## src/rtl/dac_sample_scheduler.sv

```systemverilog
// Paces a two-channel DAC driver: buffers one sample per channel and issues A/B pairs on each tick.
// Optional DAC_SCHED_IRQ_EN adds an irq output driven from the sticky status flags.
module dac_sample_scheduler #(
    parameter int unsigned DATA_WIDTH  = 14,
    parameter int unsigned DIV_WIDTH   = 16,
    parameter int unsigned DEFAULT_DIV = 125,
    parameter int unsigned MIN_DIV     = 108
) (
`ifdef DAC_SCHED_IRQ_EN
    output logic                  irq,
`endif
    input  logic                  clk,
    input  logic                  resetN,
    input  logic [1:0]            avsAdr,
    input  logic                  avsWr,
    input  logic [15:0]           avsWrData,
    input  logic                  avsRd,
    output logic [15:0]           avsRdData,
    input  logic                  snkValidA,
    input  logic [DATA_WIDTH-1:0] snkDataA,
    output logic                  snkRdyA,
    input  logic                  snkValidB,
    input  logic [DATA_WIDTH-1:0] snkDataB,
    output logic                  snkRdyB,
    output logic                  srcValid0,
    output logic [DATA_WIDTH-1:0] srcData0,
    input  logic                  srcRdy0,
    output logic                  srcValid1,
    output logic [DATA_WIDTH-1:0] srcData1,
    input  logic                  srcRdy1
);

`ifdef DAC_SCHED_IRQ_EN
    localparam int unsigned CtrlWidth = 4;
`else
    localparam int unsigned CtrlWidth = 2;
`endif

    typedef enum logic [1:0] {StIdle, StWaitTick, StIssue, StHold} state_e;

    state_e                  state_q;
    logic [CtrlWidth-1:0]    ctrl_q;
    logic [DIV_WIDTH-1:0]    div_q;
    logic [DIV_WIDTH-1:0]    cnt_q;
    logic                    en_prev_q;
    logic                    underrun_q;
    logic                    late_q;
    logic [15:0]             ucnt_q;
    logic [15:0]             rd_data_q;
    logic                    sink_en_q;
    logic                    full_a_q, full_b_q;
    logic [DATA_WIDTH-1:0]   buf_a_q, buf_b_q;
    logic [DATA_WIDTH-1:0]   last_a_q, last_b_q;
    logic                    src_valid_q;
    logic [DATA_WIDTH-1:0]   src_a_q, src_b_q;

    logic enable, mode, tick, running;
    logic set_late, set_underrun, go_issue;
    logic acc_a, acc_b, consume_a, consume_b;
    logic wr_ctrl, wr_div, wr_status, wr_ucnt;
    logic [15:0] rd_mux;

    assign enable  = ctrl_q[0];
    assign mode    = ctrl_q[1];
    assign running = (state_q != StIdle);
    assign tick    = enable & en_prev_q & (cnt_q == '0);

    assign snkRdyA = sink_en_q & ~full_a_q;
    assign snkRdyB = sink_en_q & ~full_b_q;
    assign acc_a   = snkValidA & snkRdyA;
    assign acc_b   = snkValidB & snkRdyB;

    assign srcValid0 = src_valid_q;
    assign srcValid1 = src_valid_q;
    assign srcData0  = src_a_q;
    assign srcData1  = src_b_q;
    assign avsRdData = rd_data_q;

    assign wr_ctrl   = avsWr & (avsAdr == 2'd0);
    assign wr_div    = avsWr & (avsAdr == 2'd1);
    assign wr_status = avsWr & (avsAdr == 2'd2);
    assign wr_ucnt   = avsWr & (avsAdr == 2'd3);

    // Tick decision: a driver that is not ready takes precedence over an underrun.
    always_comb begin
        set_late     = 1'b0;
        set_underrun = 1'b0;
        go_issue     = 1'b0;
        if (state_q == StWaitTick && tick) begin
            if (!(srcRdy0 && srcRdy1)) begin
                set_late = 1'b1;
            end else if (full_a_q && full_b_q) begin
                go_issue = 1'b1;
            end else begin
                set_underrun = 1'b1;
                go_issue     = mode;
            end
        end
    end

    assign consume_a = go_issue & full_a_q;
    assign consume_b = go_issue & full_b_q;

    always_comb begin
        rd_mux = '0;
        unique case (avsAdr)
            2'd0: rd_mux = 16'(ctrl_q);
            2'd1: rd_mux = 16'(div_q);
            2'd2: rd_mux = {13'd0, late_q, underrun_q, running};
            2'd3: rd_mux = ucnt_q;
            default: rd_mux = '0;
        endcase
    end

    always_ff @(posedge clk or negedge resetN) begin
        if (!resetN) begin
            ctrl_q     <= '0;
            div_q      <= DIV_WIDTH'(DEFAULT_DIV);
            underrun_q <= 1'b0;
            late_q     <= 1'b0;
            ucnt_q     <= '0;
            rd_data_q  <= '0;
            sink_en_q  <= 1'b0;
        end else begin
            sink_en_q <= 1'b1;
            if (wr_ctrl) ctrl_q <= avsWrData[CtrlWidth-1:0];
            if (wr_div) begin
                div_q <= (avsWrData < 16'(MIN_DIV)) ? DIV_WIDTH'(MIN_DIV)
                                                    : avsWrData[DIV_WIDTH-1:0];
            end
            // Set events win over a simultaneous write-one-to-clear.
            underrun_q <= set_underrun | (underrun_q & ~(wr_status & avsWrData[1]));
            late_q     <= set_late | (late_q & ~(wr_status & avsWrData[2]));
            if (wr_ucnt) begin
                ucnt_q <= set_underrun ? 16'd1 : 16'd0;
            end else if (set_underrun && ucnt_q != 16'hFFFF) begin
                ucnt_q <= ucnt_q + 16'd1;
            end
            if (avsRd) rd_data_q <= rd_mux;
        end
    end

`ifdef DAC_SCHED_IRQ_EN
    always_ff @(posedge clk or negedge resetN) begin
        if (!resetN) irq <= 1'b0;
        else         irq <= (underrun_q & ctrl_q[2]) | (late_q & ctrl_q[3]);
    end
`endif

    // Period counter: loads DIV-1 on the first enabled cycle, so the first tick lands DIV later.
    always_ff @(posedge clk or negedge resetN) begin
        if (!resetN) begin
            cnt_q     <= '0;
            en_prev_q <= 1'b0;
        end else begin
            en_prev_q <= enable;
            if (!enable) begin
                cnt_q <= '0;
            end else if (!en_prev_q || cnt_q == '0) begin
                cnt_q <= div_q - DIV_WIDTH'(1);
            end else begin
                cnt_q <= cnt_q - DIV_WIDTH'(1);
            end
        end
    end

    always_ff @(posedge clk or negedge resetN) begin
        if (!resetN) begin
            full_a_q <= 1'b0;
            full_b_q <= 1'b0;
            buf_a_q  <= '0;
            buf_b_q  <= '0;
        end else begin
            full_a_q <= (full_a_q & ~consume_a) | acc_a;
            full_b_q <= (full_b_q & ~consume_b) | acc_b;
            if (acc_a) buf_a_q <= snkDataA;
            if (acc_b) buf_b_q <= snkDataB;
        end
    end

    always_ff @(posedge clk or negedge resetN) begin
        if (!resetN) begin
            state_q     <= StIdle;
            src_valid_q <= 1'b0;
            src_a_q     <= '0;
            src_b_q     <= '0;
            last_a_q    <= '0;
            last_b_q    <= '0;
        end else begin
            unique case (state_q)
                StIdle: begin
                    src_valid_q <= 1'b0;
                    if (enable) state_q <= StWaitTick;
                end
                StWaitTick: begin
                    if (!enable) begin
                        state_q <= StIdle;
                    end else if (go_issue) begin
                        state_q     <= StIssue;
                        src_valid_q <= 1'b1;
                        src_a_q     <= full_a_q ? buf_a_q : last_a_q;
                        src_b_q     <= full_b_q ? buf_b_q : last_b_q;
                        last_a_q    <= full_a_q ? buf_a_q : last_a_q;
                        last_b_q    <= full_b_q ? buf_b_q : last_b_q;
                    end
                end
                StIssue: begin
                    src_valid_q <= 1'b0;
                    state_q     <= enable ? StHold : StIdle;
                end
                // The driver drops rdy one cycle late; this state masks that window.
                StHold: state_q <= enable ? StWaitTick : StIdle;
                default: state_q <= StIdle;
            endcase
        end
    end

endmodule

```

## config.mk

```make
export PLATFORM = sky130hd
export DESIGN_NAME = dac_sample_scheduler
export DESIGN_NICKNAME = d
export VERILOG_FILES = /design/src/rtl/dac_sample_scheduler.sv
export SDC_FILE = /design/constraint.sdc
export NUM_CORES = 1
export LEC_CHECK = 0
export ABC_CLOCK_PERIOD_IN_PS = 5700
export CAP_MARGIN = 10
export CORE_MARGIN = 3
export CORE_UTILIZATION = 58
export CTS_CLUSTER_SIZE = 12
export DETAILED_ROUTE_END_ITERATION = 8
export GPL_TIMING_DRIVEN = 0
export PLACE_DENSITY = 0.86
export SKIP_LAST_GASP = 1
export SLEW_MARGIN = 20
export SYNTH_ARGS = -nofsm -noshare
export SYNTH_HDL_FRONTEND = slang
export SYNTH_SLANG_ARGS = --single-unit
export TNS_END_PERCENT = 10
```

## constraint.sdc

```tcl
create_clock -name clk -period 5.7 [get_ports clk]
set_input_delay 1.14 -clock clk [delete_from_list [all_inputs] [get_ports clk]]
set_output_delay 1.14 -clock clk [all_outputs]
set_load 0.02 [all_outputs]
```

==> results.md, run 1 <==
* Vias in the first global route at 5094
* Final Instance Count excl. Fillers at 819
* Yosys warns at 0
* Inst Count DP at 788
* EDFF count, synth at 0
* R2R Setup Slk at 1.87 ns
* Max-cap violation count at 0
* Routed wire length at 16.2 mm
* Critical path cell sequence: or4_4 -> buf_6 -> o41a_1 -> buf_2 -> buf_2 -> mux2i_1 -> ha_1 -> clkbuf_1 -> nand4_1 -> o22a_1 -> or3_1 -> a21oi_1
* RSZ-0062 raised after global routing: false
* Syn_nets at 608
* Root buf cell: clkbuf_8
* Sequential area share after synthesis at 53.1%
* Area Growth Syn to Fin at 28.1%
* # diodes at 0
* Clock period minus worst slack at 3.83 ns
* First-pass GRT wire length at 26.1 mm
* Worst reg2reg startpoint: cnt_q[13]
* Critical path startpoint category: flip-flop
* Clock sinks at 131
* Worst clock skew at 0.00520 ns
* Mean post-synth cell area at 11.2 µm²
* Largest net degree at the start of global routing at 69
* FP Rows at 37
* Worst vdd rail ir drop at 321 µV
* 1st-pass router iterations at 4
* Via count at 4916
* Initial antenna violation count at 0
* CP top delay family: simple AND/OR/NAND/NOR gates
* GRT overflow at 0
* #FFs+latches synth at 131
* Clk_lat worst skew at 0.53 ns
* Hold WS at 0.377 ns
* Vias/cell at 6.00
* Capturing element type of the critical path: flip-flop
* Residual DRC at 0
* Max FO, Critical Path at 10
* Pleak at 3.51 nW
* Fin. Hold Viols at 0
* Chip height at 109 µm
* Hold Path End: en_prev_q
* Final setup vio count at 0
* Hold Path Depth at 0
* Die width at 109 µm
* Critical path type: reg2reg
* RR Endpoint: cnt_q[12]
* IO Pins at 102
* CTS Buf Count at 17
* Primary FF master, synth: dfrtp_1
* Post-CTS setup buffers at 0
* Place WS at 2.01 ns
* Worst slew pin tran at 0.802 ns
* Cells after synthesis at 552
* # fillers at 673
* Die area at 12000 µm²
* H-tree levels at 4
* Hold wc startpoint: ctrl_q[0]
* Unique masters post-synth at 63
* Deepest clock path buffer count at 2
* Routed len/inst at 19.8 µm
* Final net count at 727
* Global-route usage over all layers at 29.0%
* Starting density of the core at 59.7%
* Number of DRC markers in iteration 0 at 315
* Port-buffer cells at 99
* RePlAce Congestion at 0.910
* Syn Std Cell Area at 6190 µm²
* DP Wirelength at 11.4 mm
* CTS clk-pin slew, worst paths at 0.06 ns
* Max_slew headroom at 46.3%
* CP arrival at 4.28 ns
* TritonCTS clock tree: done
* Setup TNS at 0 ns
* Power Dens Cells at 389 nW/µm²
* Layout cell share with drive strength beyond 1 at 16.1%
* Max-slew violation count at 0
* Slowest stage delay, CP at 0.55 ns
* Upper clock frequency limit at 261 MHz
* CP Buf/Inv Count at 4
* Hold-fix buffers, CTS at 0
* Final core occ at 76.5%
* Run status: complete, no violations
* Critical path's most frequent cell: buf_2
* Ys async rst share at 100%
* Final worst slack at 1.87 ns
* R2R cell count at 12
* Worst hold-check path type: reg2reg
* Resized cells post-CTS at 0
* Core area at 10400 µm²
* Critical path required time at 6.15 ns
* Final cycle utilization of the critical path at 67.2%
* Slowest-stage cell, CP: or4_4
* Routed Antenna Nets at 0
-- metal layers --
metal / global-route usage (%) / up-vias / part of all wire, %
met2: 46.3 / 226 / 49
met3: 10.9 / 43 / 8.6
met4: 11.0 / 0 / 2.8
met5: 0 / - / 0
li1: - / 2242 / -
met1: 36.0 / 2405 / 40
-- worst max-delay path by stage --
stage                          from     endpoint  slack [ns]  cells past startpoint
after detailed placement  cnt_q[13]    cnt_q[14]        2.01                     12
final                     cnt_q[13]    cnt_q[12]        1.87                     12
after CTS                  cnt_q[8]    cnt_q[12]        1.90                     12
after global placement       resetN  srcData1[4]       -1.41                      1
after floorplan           cnt_q[13]    cnt_q[12]        2.41                     12
after global routing      cnt_q[13]    cnt_q[12]        1.68                     12
-- report_power, final --
part           switching, mW  total, mW  internal, mW
Sequential             0.153       1.28          1.13
Clock                  0.408       1.01         0.599
Combinational          0.406      0.796         0.390
Total                  0.967       3.09          2.12
-- placed cells by master (no fill, tap or decap), drive strengths merged, types with 12 or more instances in the layout --
master           n
clkbuf          34
clkdlybuf4s50   98
o22ai           14
buf             15
nand2           61
mux2i           31
nor2            33
dfrtp          125
nand3           19
or4             12
a21oi           19
inv             19
mux2            63
-- cells in the mapped netlist, types with 10 or more instances --
| master | count | share of area, % |
|---|---|---|
| nand3_1 | 19 | 1.5 |
| o21ai_0 | 10 | 0.81 |
| clkbuf_1 | 15 | 0.91 |
| nor4_1 | 11 | 1.1 |
| mux2_2 | 52 | 9.5 |
| nor2_1 | 33 | 2.0 |
| inv_1 | 17 | 1.0 |
| nand2_1 | 61 | 3.7 |
| o22ai_1 | 14 | 1.4 |
| or4_1 | 10 | 1.2 |
| mux2_1 | 11 | 2.0 |
| a21oi_1 | 19 | 1.5 |
| mux2i_1 | 31 | 5.0 |
| dfrtp_1 | 125 | 51 |
-- registers in the layout (all words and copies together) (netlist names) --
register,flops
sink_en_q,1
srcData1,14
en_prev_q,1
ucnt_q,16
div_q,16
srcValid0,1
ctrl_q,2
cnt_q,16
full_a_q,1
full_b_q,1
avsRdData,16
buf_a_q,14
underrun_q,1
state_q,2
late_q,1
buf_b_q,14
srcData0,14
-- cell families after synthesis --
group / after synthesis / synth area share [%]
buf+inv: 45 / 3.27
fa+ha+maj: 2 / 0.404
mux: 96 / 17.2
flops: 131 / 53.1
other cells: 1 / 0.0606
compound gates: 85 / 9.62
simple gates: 185 / 15.4
xor+xnor: 7 / 0.990
-- per-stage QoR --
stage               power, mW  instance area (µm²)
finish                   3.09                 7930
global route             3.23                 7930
CTS                      3.10                 7930
detailed placement       2.08                 7380
global placement         2.02                 7350
floorplan                1.78                 6190
-- cell type report --
cell class | instances | area (µm²) | share of cell area, %
multi-input combinational | 376 | 2700 | 34.1
timing repair buffer | 100 | 1020 | 12.9
inverter | 17 | 63.8 | 0.805
clock buffer | 19 | 442 | 5.57
sequential | 131 | 3290 | 41.4
buffer | 28 | 139 | 1.75
clock inverter | 12 | 108 | 1.36
tap | 136 | 170 | 2.15
Power figures use the tool's default switching activity.
==> inputs of run 2 (changes only) <==
--- a/config.mk
+++ b/config.mk
@@ -5,14 +5,14 @@
 export SDC_FILE = /design/constraint.sdc
 export NUM_CORES = 1
 export LEC_CHECK = 0
-export ABC_CLOCK_PERIOD_IN_PS = 5700
+export ABC_CLOCK_PERIOD_IN_PS = 3950
 export CAP_MARGIN = 10
 export CORE_MARGIN = 3
-export CORE_UTILIZATION = 58
+export CORE_UTILIZATION = 54
 export CTS_CLUSTER_SIZE = 12
 export DETAILED_ROUTE_END_ITERATION = 8
 export GPL_TIMING_DRIVEN = 0
-export PLACE_DENSITY = 0.86
+export PLACE_DENSITY = 0.81
 export SKIP_LAST_GASP = 1
 export SLEW_MARGIN = 20
 export SYNTH_ARGS = -nofsm -noshare
==> constraint.sdc (replaced) <==
create_clock -name clk -period 3.95 [get_ports clk]
set_input_delay 0.79 -clock clk [delete_from_list [all_inputs] [get_ports clk]]
set_output_delay 0.79 -clock clk [all_outputs]
set_load 0.02 [all_outputs]
==> results.md, run 2 (synthesized netlist as in run 1, its figures left out) <==
* Run status: complete, no violations
* Worst slew pin tran at 0.691 ns (-0.111 ns)
* Clk_lat worst skew at 0.42 ns (-0.11 ns)
* Max-slew violation count at 0 (unchanged)
* Capturing element type of the critical path: flip-flop
* Inst Count DP at 792 (+0.51%)
* Post-CTS setup buffers at 0 (unchanged)
* Fin. Hold Viols at 0 (unchanged)
* Max-cap violation count at 0 (unchanged)
* CTS Buf Count at 17 (unchanged)
* DR WL met3 at 1.45 mm (+4.0%)
* Final core occ at 72.3% (-4.1 points)
* Clock sinks at 131 (unchanged)
* Setup TNS at 0 ns (unchanged)
* CP arrival at 3.98 ns (-0.30 ns)
* Initial antenna violation count at 0 (unchanged)
* Max_slew headroom at 53.8% (+7.4 points)
* Residual DRC at 0 (unchanged)
* Largest net degree at the start of global routing at 92 (+33%)
* Critical path required time at 4.29 ns (-1.86 ns)
* Slowest stage delay, CP at 0.54 ns (about the same)
* IO Pins at 102 (unchanged)
* Most frequent cells in the layout: dfrtp_1 (125), clkdlybuf4s50_1 (98), nand2_1 (61)
* Vias in the first global route at 5130 (+0.71%)
* Final cycle utilization of the critical path at 92.1% (+25 points)
* Met2 wire len at 7.37 mm (-6.8%)
* Worst hold-check path type: in2async
* CTS clk-pin slew, worst paths at 0.05 ns (about the same)
* Critical path's most frequent cell: buf_2
* RSZ-0062 raised after global routing: false
* Clock period minus worst slack at 3.64 ns (-0.192 ns)
* Routed Antenna Nets at 0 (unchanged)
* Routed len/inst at 19.0 µm (-3.8%)
* Number of DRC markers in iteration 0 at 339 (+7.6%)
* Chip height at 113 µm (+3.4%)
* Worst vdd rail ir drop at 410 µV (+28%)
* Overall power at 4.56 mW (+48%)
* Wl on met1 at 6.46 mm (+0.34%)
* Die width at 113 µm (+3.4%)
* Core area at 11000 µm² (+6.4%)
* Critical path type: reg2reg
* Worst clock skew at 0.00461 ns (-0.000589 ns)
* FP Rows at 38 (+2.7%)
* Hold WS at 0.238 ns (-0.140 ns)
* Global-route usage over all layers at 25.8% (-3.2 points)
* Max FO, Critical Path at 10 (unchanged)
* Pleak at 3.52 nW (+0.40%)
* TritonCTS clock tree: done
* Most common cell after layout, fill and taps aside: dfrtp_1
* Final setup vio count at 0 (unchanged)
* R2R Setup Slk at 0.31 ns (-1.56 ns)
* Routed wire length at 15.7 mm (-3.4%)
* 1st-pass router iterations at 5 (+1)
* GRT overflow at 0 (unchanged)
* # diodes at 0 (unchanged)
* Upper clock frequency limit at 275 MHz (+5.3%)
* RePlAce Congestion at 0.943 (+3.7%)
* Vias/cell at 5.90 (-1.7%)
* Layout cell share with drive strength beyond 1 at 15.7% (-0.44 points)
* Starting density of the core at 56.1% (-3.6 points)
* Via count at 4858 (-1.2%)
* First-pass GRT wire length at 25.9 mm (-0.85%)
* Final net count at 726 (-0.14%)
* Port-buffer cells at 99 (unchanged)
* Power Dens Cells at 572 nW/µm² (+47%)
* DP Wirelength at 11.0 mm (-3.2%)
* Deepest clock path buffer count at 2 (unchanged)
* RR Endpoint: cnt_q[12]
* R2R cell count at 11 (-1)
* Area Growth Syn to Fin at 28.9%
* Worst reg2reg startpoint: cnt_q[9]
* Critical path cell sequence: or4_4 -> buf_6 -> o41a_1 -> buf_2 -> buf_2 -> mux2i_1 -> ha_1 -> nand4_1 -> o22a_1 -> or3_1 -> a21oi_1
* Critical path startpoint category: flip-flop
* Final Instance Count excl. Fillers at 823 (+0.49%)
* Top Layer Used: met4
* Slowest-stage cell, CP: or4_4
* Root buf cell: clkbuf_16
* H-tree levels at 4 (unchanged)
* Die area at 12800 µm² (+7.0%)
## run 2: cell types whose count changed in the layout (fill, tap and decap cells not counted), sizes merged
cell / previous run / this run
inv: 19 / 18
clkinv: 6 / 1
clkbuf: 34 / 39
bufinv: 1 / 2
## run 2: worst max-delay path: cells and delay by family (launching register included)
family | cells | cell delay, ns
simple gates | 3 | 1.10
compound gates | 3 | 0.86
fa+ha+maj | 1 | 0.36
mux | 1 | 0.22
buf+inv | 3 | 0.59
flops | 1 | 0.41
## run 2: worst max-delay path by stage
stage / from / end / slack [ns]
final: cnt_q[9] / cnt_q[12] / 0.31
after global routing: cnt_q[1] / cnt_q[12] / 0.08
after CTS: cnt_q[9] / cnt_q[12] / 0.19
after detailed placement: cnt_q[9] / cnt_q[12] / 0.21
after global placement: resetN / srcData1[9] / -2.88
after floorplan: cnt_q[13] / cnt_q[12] / 0.66
## run 2: cell type report
| cell class | instances | area [µm²] |
|---|---|---|
| clock buffers | 25 | 495 |
| fillers | 801 | 3050 |
| well taps | 140 | 175 |
| clock inverters | 7 | 96.3 |
| inverters | 17 | 63.8 |
| multi-input cells | 376 | 2700 |
| repair buffers | 100 | 1020 |
| flip-flops and latches | 131 | 3290 |
| plain buffers | 27 | 135 |
## run 2: metal layers
metal | track usage (%) | vias up
met5 | 0 | -
met4 | 11.2 | 0
met3 | 9.47 | 31
met2 | 39.8 | 211
met1 | 32.8 | 2367
li1 | - | 2249
## run 2: power breakdown
part / switching, mW / internal, mW
logic: 0.571 / 0.563
registers: 0.217 / 1.63
clock network: 0.583 / 0.997
total: 1.37 / 3.19
## run 2: metrics by stage
step                      setup slack, ns  area (µm²)
final                               0.314        7980
after global routing               0.0758        7980
after CTS                           0.190        7980
after detailed placement            0.207        7390
after global placement              -2.88        7360
after floorplan                     0.663        6190
## run 2: timing repair
action,in CTS,in global routing
hold endpoints to repair,0,0
hold buffers,0,0
endpoints found under the setup margin,0,2
resized for setup,0,0
==> inputs of run 3 (changes only) <==
--- a/config.mk
+++ b/config.mk
@@ -11,7 +11,6 @@
 export CORE_UTILIZATION = 54
 export CTS_CLUSTER_SIZE = 12
 export DETAILED_ROUTE_END_ITERATION = 8
-export GPL_TIMING_DRIVEN = 0
 export PLACE_DENSITY = 0.81
 export SKIP_LAST_GASP = 1
 export SLEW_MARGIN = 20
==> results.md, run 3 (synthesized netlist as in run 1, its figures left out) <==
* Chip height at 113 µm (unchanged)
* Global-route usage over all layers at 25.3% (-0.46 points)
* Most common cell after layout, fill and taps aside: dfrtp_1
* Vias in the first global route at 5047 (-1.6%)
* CTS clk-pin slew, worst paths at 0.06 ns (about the same)
* Max-cap violation count at 0 (unchanged)
* RSZ-0062 raised after global routing: false
* Fin. Hold Viols at 0 (unchanged)
* Clk_lat worst skew at 0.42 ns (about the same)
* Worst vdd rail ir drop at 468 µV (+14%)
* Port-buffer cells at 101 (+2.0%)
* Initial antenna violation count at 0 (unchanged)
* Setup TNS at 0 ns (unchanged)
* Max-slew violation count at 0 (unchanged)
* Final cycle utilization of the critical path at 81.4% (-11 points)
* Via count at 4783 (-1.5%)
* Routed wire length at 15.2 mm (-3.3%)
* CTS Buf Count at 17 (unchanged)
* Number of DRC markers in iteration 0 at 352 (+3.8%)
* Hold-fix buffers, CTS at 0 (unchanged)
* Post-CTS setup buffers at 0 (unchanged)
* FP Rows at 38 (unchanged)
* Deepest clock path buffer count at 2 (unchanged)
* Vias/cell at 5.96 (+0.91%)
* Critical path startpoint category: flip-flop
* Critical path required time at 4.29 ns (about the same)
* Area Growth Syn to Fin at 27.4%
* Power Dens Cells at 567 nW/µm² (-0.91%)
* Switching Fraction at 30.1% (+0.095 points)
* DR WL met3 at 1.37 mm (-5.1%)
* Clock group share of total power at 34.4% (-0.2 points)
* Final net count at 706 (-2.8%)
* Max_slew headroom at 33.5% (-20 points)
* GRT overflow at 0 (unchanged)
* Most frequent cells in the layout: dfrtp_1 (125), clkdlybuf4s50_1 (100), nand2_1 (61)
* Logic pwr share at 24.1% (-0.8 points)
* Resized cells post-CTS at 0 (unchanged)
* RePlAce Congestion at 0.932 (-1.2%)
* TritonCTS clock tree: done
* First-pass GRT wire length at 25.2 mm (-2.7%)
* Capturing element type of the critical path: flip-flop
* CP arrival at 3.55 ns (-0.43 ns)
* Starting density of the core at 56.1% (unchanged)
* Design internal power at 3.12 mW (-2.2%)
* Routed len/inst at 18.9 µm (-0.84%)
* 1st-pass router iterations at 5 (unchanged)
* Worst slew pin tran at 0.994 ns (+0.303 ns)
* Worst clock skew at 0.00792 ns (+0.00331 ns)
* Sequential share of power at 41.5% (+1.0 points)
* # fillers at 782 (-2.4%)
* Root buf cell: clkbuf_16
* Critical path type: reg2reg
* Wl on met1 at 6.19 mm (-4.2%)
* DP Wirelength at 10.3 mm (-5.9%)
* Residual DRC at 0 (unchanged)
* Final setup vio count at 0 (unchanged)
* Routed Antenna Nets at 0 (unchanged)
* # diodes at 0 (unchanged)
* Overall power at 4.47 mW (-2.1%)
* Clock sinks at 131 (unchanged)
* Max FO, Critical Path at 7 (-3)
* IO Pins at 102 (unchanged)
* Clock period minus worst slack at 3.21 ns (-0.423 ns)
* Met2 wire len at 7.11 mm (-3.6%)
* Pleak at 3.49 nW (-0.81%)
* Die width at 113 µm (unchanged)
* Psw at 1.35 mW (-1.8%)
* H-tree levels at 4 (unchanged)
* Core area at 11000 µm² (unchanged)
* Worst hold-check path type: in2async
* Run status: complete, no violations
* Largest net degree at the start of global routing at 91 (-1.1%)
* Upper clock frequency limit at 311 MHz (+13%)
* Top Layer Used: met4
* Die area at 12800 µm² (unchanged)
* Layout cell share with drive strength beyond 1 at 16.0% (+0.32 points)
-- run 3: metrics by stage --
stage / cell area, µm² / util [%] / std cells / worst slack (ns) / hold WS [ns]
6_report: 7890 / 71.5 / 803 / 0.736 / 0.359
5_1_grt: 7890 / 71.5 / 803 / 0.570 / 0.387
4_1_cts: 7890 / 71.5 / 803 / 0.730 / 0.367
3_5_place_dp: 7290 / 66.1 / 771 / 0.766 / 0.473
3_3_place_gp: 7290 / 66.1 / 771 / 0.874 / 0.445
2_1_floorplan: 6190 / - / 552 / 0.663 / 0.352
-- run 3: worst paths after layout --
kind                        startpoint            to  slack [ns]  cells after the start
max                           cnt_q[1]     cnt_q[12]        0.74                      8
max in group asynchronous       resetN  srcData1[12]        2.75                      2
min                             resetN      div_q[7]        0.36                      1
max reg2reg                   cnt_q[1]     cnt_q[12]        0.74                      8
min reg2reg                srcData0[5]   srcData0[5]        0.49                      1
min in group clk           srcData0[5]   srcData0[5]        0.49                      1
-- run 3: power by group through the flow --
| stage | sequential [mW] | clock (mW) | combinational [mW] |
|---|---|---|---|
| CTS | 1.85 | 1.56 | 1.08 |
| floorplan | 1.85 | 0 | 0.717 |
| finish | 1.85 | 1.54 | 1.08 |
| detailed placement | 1.87 | 0 | 1.07 |
| global route | 1.89 | 1.63 | 1.18 |
| global placement | 1.84 | 0 | 1.04 |
-- run 3: final cells by class --
| class | instances | area (µm²) | share of cell area, % |
|---|---|---|---|
| clock inverter | 10 | 97.6 | 1.24 |
| multi-input combinational | 376 | 2700 | 34.3 |
| sequential | 131 | 3290 | 41.7 |
| clock buffer | 22 | 494 | 6.27 |
| tap | 140 | 175 | 2.22 |
| timing repair buffer | 107 | 1070 | 13.5 |
| inverter | 17 | 63.8 | 0.809 |
-- run 3: worst max-delay path, stage by stage, from the launching register on --
cell and delay, ns:
dfrtp_1 0.40, or4_1 0.70, o41a_1 0.49, mux2i_1 0.21
ha_1 0.34, nand4_1 0.18, o22a_1 0.30, or3_1 0.37
a21oi_1 0.14
-- run 3: layer usage --
| layer | GRT usage (%) | vias to the layer above |
|---|---|---|
| met3 | 9.89 | 40 |
| met2 | 39.3 | 192 |
| met5 | 0 | - |
| li1 | - | 2204 |
| met4 | 11.6 | 0 |
| met1 | 31.3 | 2347 |
==> variant, RTL diff (config.mk and constraints of run 1) <==
Add a define of `DAC_SCHED_IRQ_EN`.
--- a/src/rtl/dac_sample_scheduler.sv
+++ b/src/rtl/dac_sample_scheduler.sv
@@ -2,2 +2,4 @@
 // Optional DAC_SCHED_IRQ_EN adds an irq output driven from the sticky status flags.
+`define DAC_SCHED_IRQ_EN
+
 module dac_sample_scheduler #(
Check against the original RTL (old outputs only; new: irq): not equivalent (a bounded check fails within 4 cycles, from zero or initial values and one cycle with resetN low).
==> variant against run 1 <==
Maximum frequency rose by 6.6%. Sequential cell count rose by 3. Combinational power fell by 9.5%. Routed wire length fell by 6.5%. Synthesized area fell by 0.85%. Setup slack improved by 240 ps. Total power fell by 1.6%. Final area fell by 0.33%. Clock skew rose by 2.8 ps. Critical endpoint is now cnt_q[14]. Largest power group unchanged. Highest routed layer unchanged.
==> variant: results (changes against run 1) <==
metric;value;unit;change
place_congestion;0.940;;+3.3%
startpoint;cnt_q[9];;
worstReg2RegEnd;cnt_q[14];;
cpPeakStageDelay;510;ps;-40 ps
root_buffer;clkbuf_8;;
synth_xor_area_frac;0.0285;;+0.0186
ir_drop;228;uV;-29%
nFillCells;604;;-10%
hold_path.class;primary input to async pin;;
synthMuxAreaShare;0.171;;-0.00118
vias;4705;;-4.3%
drive_gt1_frac;0.182;;+0.0212
synth_area_leaders;dfrtp_1, mux2_2, mux2i_1, nand2_1, dfstp_2;;
grt_pass1_wl;24500;um;-6.2%
yosysSeqAreaShare;0.547;;+0.0168
synth_compound_area_frac;0.0742;;-0.0220
worst_ep_arrival_time;4030;ps;-250 ps
pre_cts_slack;2170;ps;+165 ps
wirelength;15100;um;-6.5%
final_cells;797;;-2.7%
critPathSlowestCell;nor4_2;;
synthAdderAreaFrac;0.00408;;+0.0000346
ys_top_cells_by_count;dfrtp_1, mux2_2, nand2_1;;
status;finished, final reports clean;;
hold_ws;461;ps;+83.9 ps
period_share;0.630;;-0.0417
place_area;7350;sq um;-0.44%
skew;8.03;ps;+2.83 ps
p_leak;3.54;nW;+0.99%
dr.first_iter.drc_count;306;;-2.9%
first_global_vias;4859;;-4.6%
max_slew_margin;0.487;;+0.0241
syn_inst;530;;-4.0%
rrSetupSlack;2110;ps;+240 ps
io_buffers;101;;+2.0%
track_usage;0.270;;-0.0198
dp_hpwl;10800;um;-5.0%
first_pass_iters;5;;+1
nNetsFinal;707;;-2.8%
syn-num-nets;586;;-3.6%
worstReg2RegStart;cnt_q[9];;
ys_types;55;;-13%
-- variant: changes by cell type after synthesis, sizes merged, moves of 6 or more --
cell / change
or4: -10
nor2: +8
nand2: -6
buf: -6
a21oi: -9
xor2: +11
nand4: +7
nand2b: -7
o31ai: -6
-- variant: area by class of cell --
cell class                      count  area [sq um]  area share
Clock buffer                       18           428      0.0541
Inverter                           19          71.3     0.00902
Tap cell                          133           166      0.0211
Buffer                             22          96.3      0.0122
Sequential cell                   134          3360       0.425
Clock inverter                     14           128      0.0161
Timing Repair Buffer              102          1040       0.132
Multi-Input combinational cell    355          2610       0.330
-- variant: report_power, final --
group          total, mW  switching (mW)  internal (mW)
logic              0.720           0.365          0.355
registers           1.31           0.159           1.15
clock network       1.01           0.419          0.592
total               3.04           0.944           2.09
-- variant: metal layers --
metal	wire length, um	share of wire	vias to the layer above	global-route usage
met4	372	0.025	0	0.106
met2	7340	0.48	199	0.432
li1	-	-	2137	-
met3	1000	0.066	35	0.0628
met5	0	0	-	0
met1	6430	0.42	2334	0.359
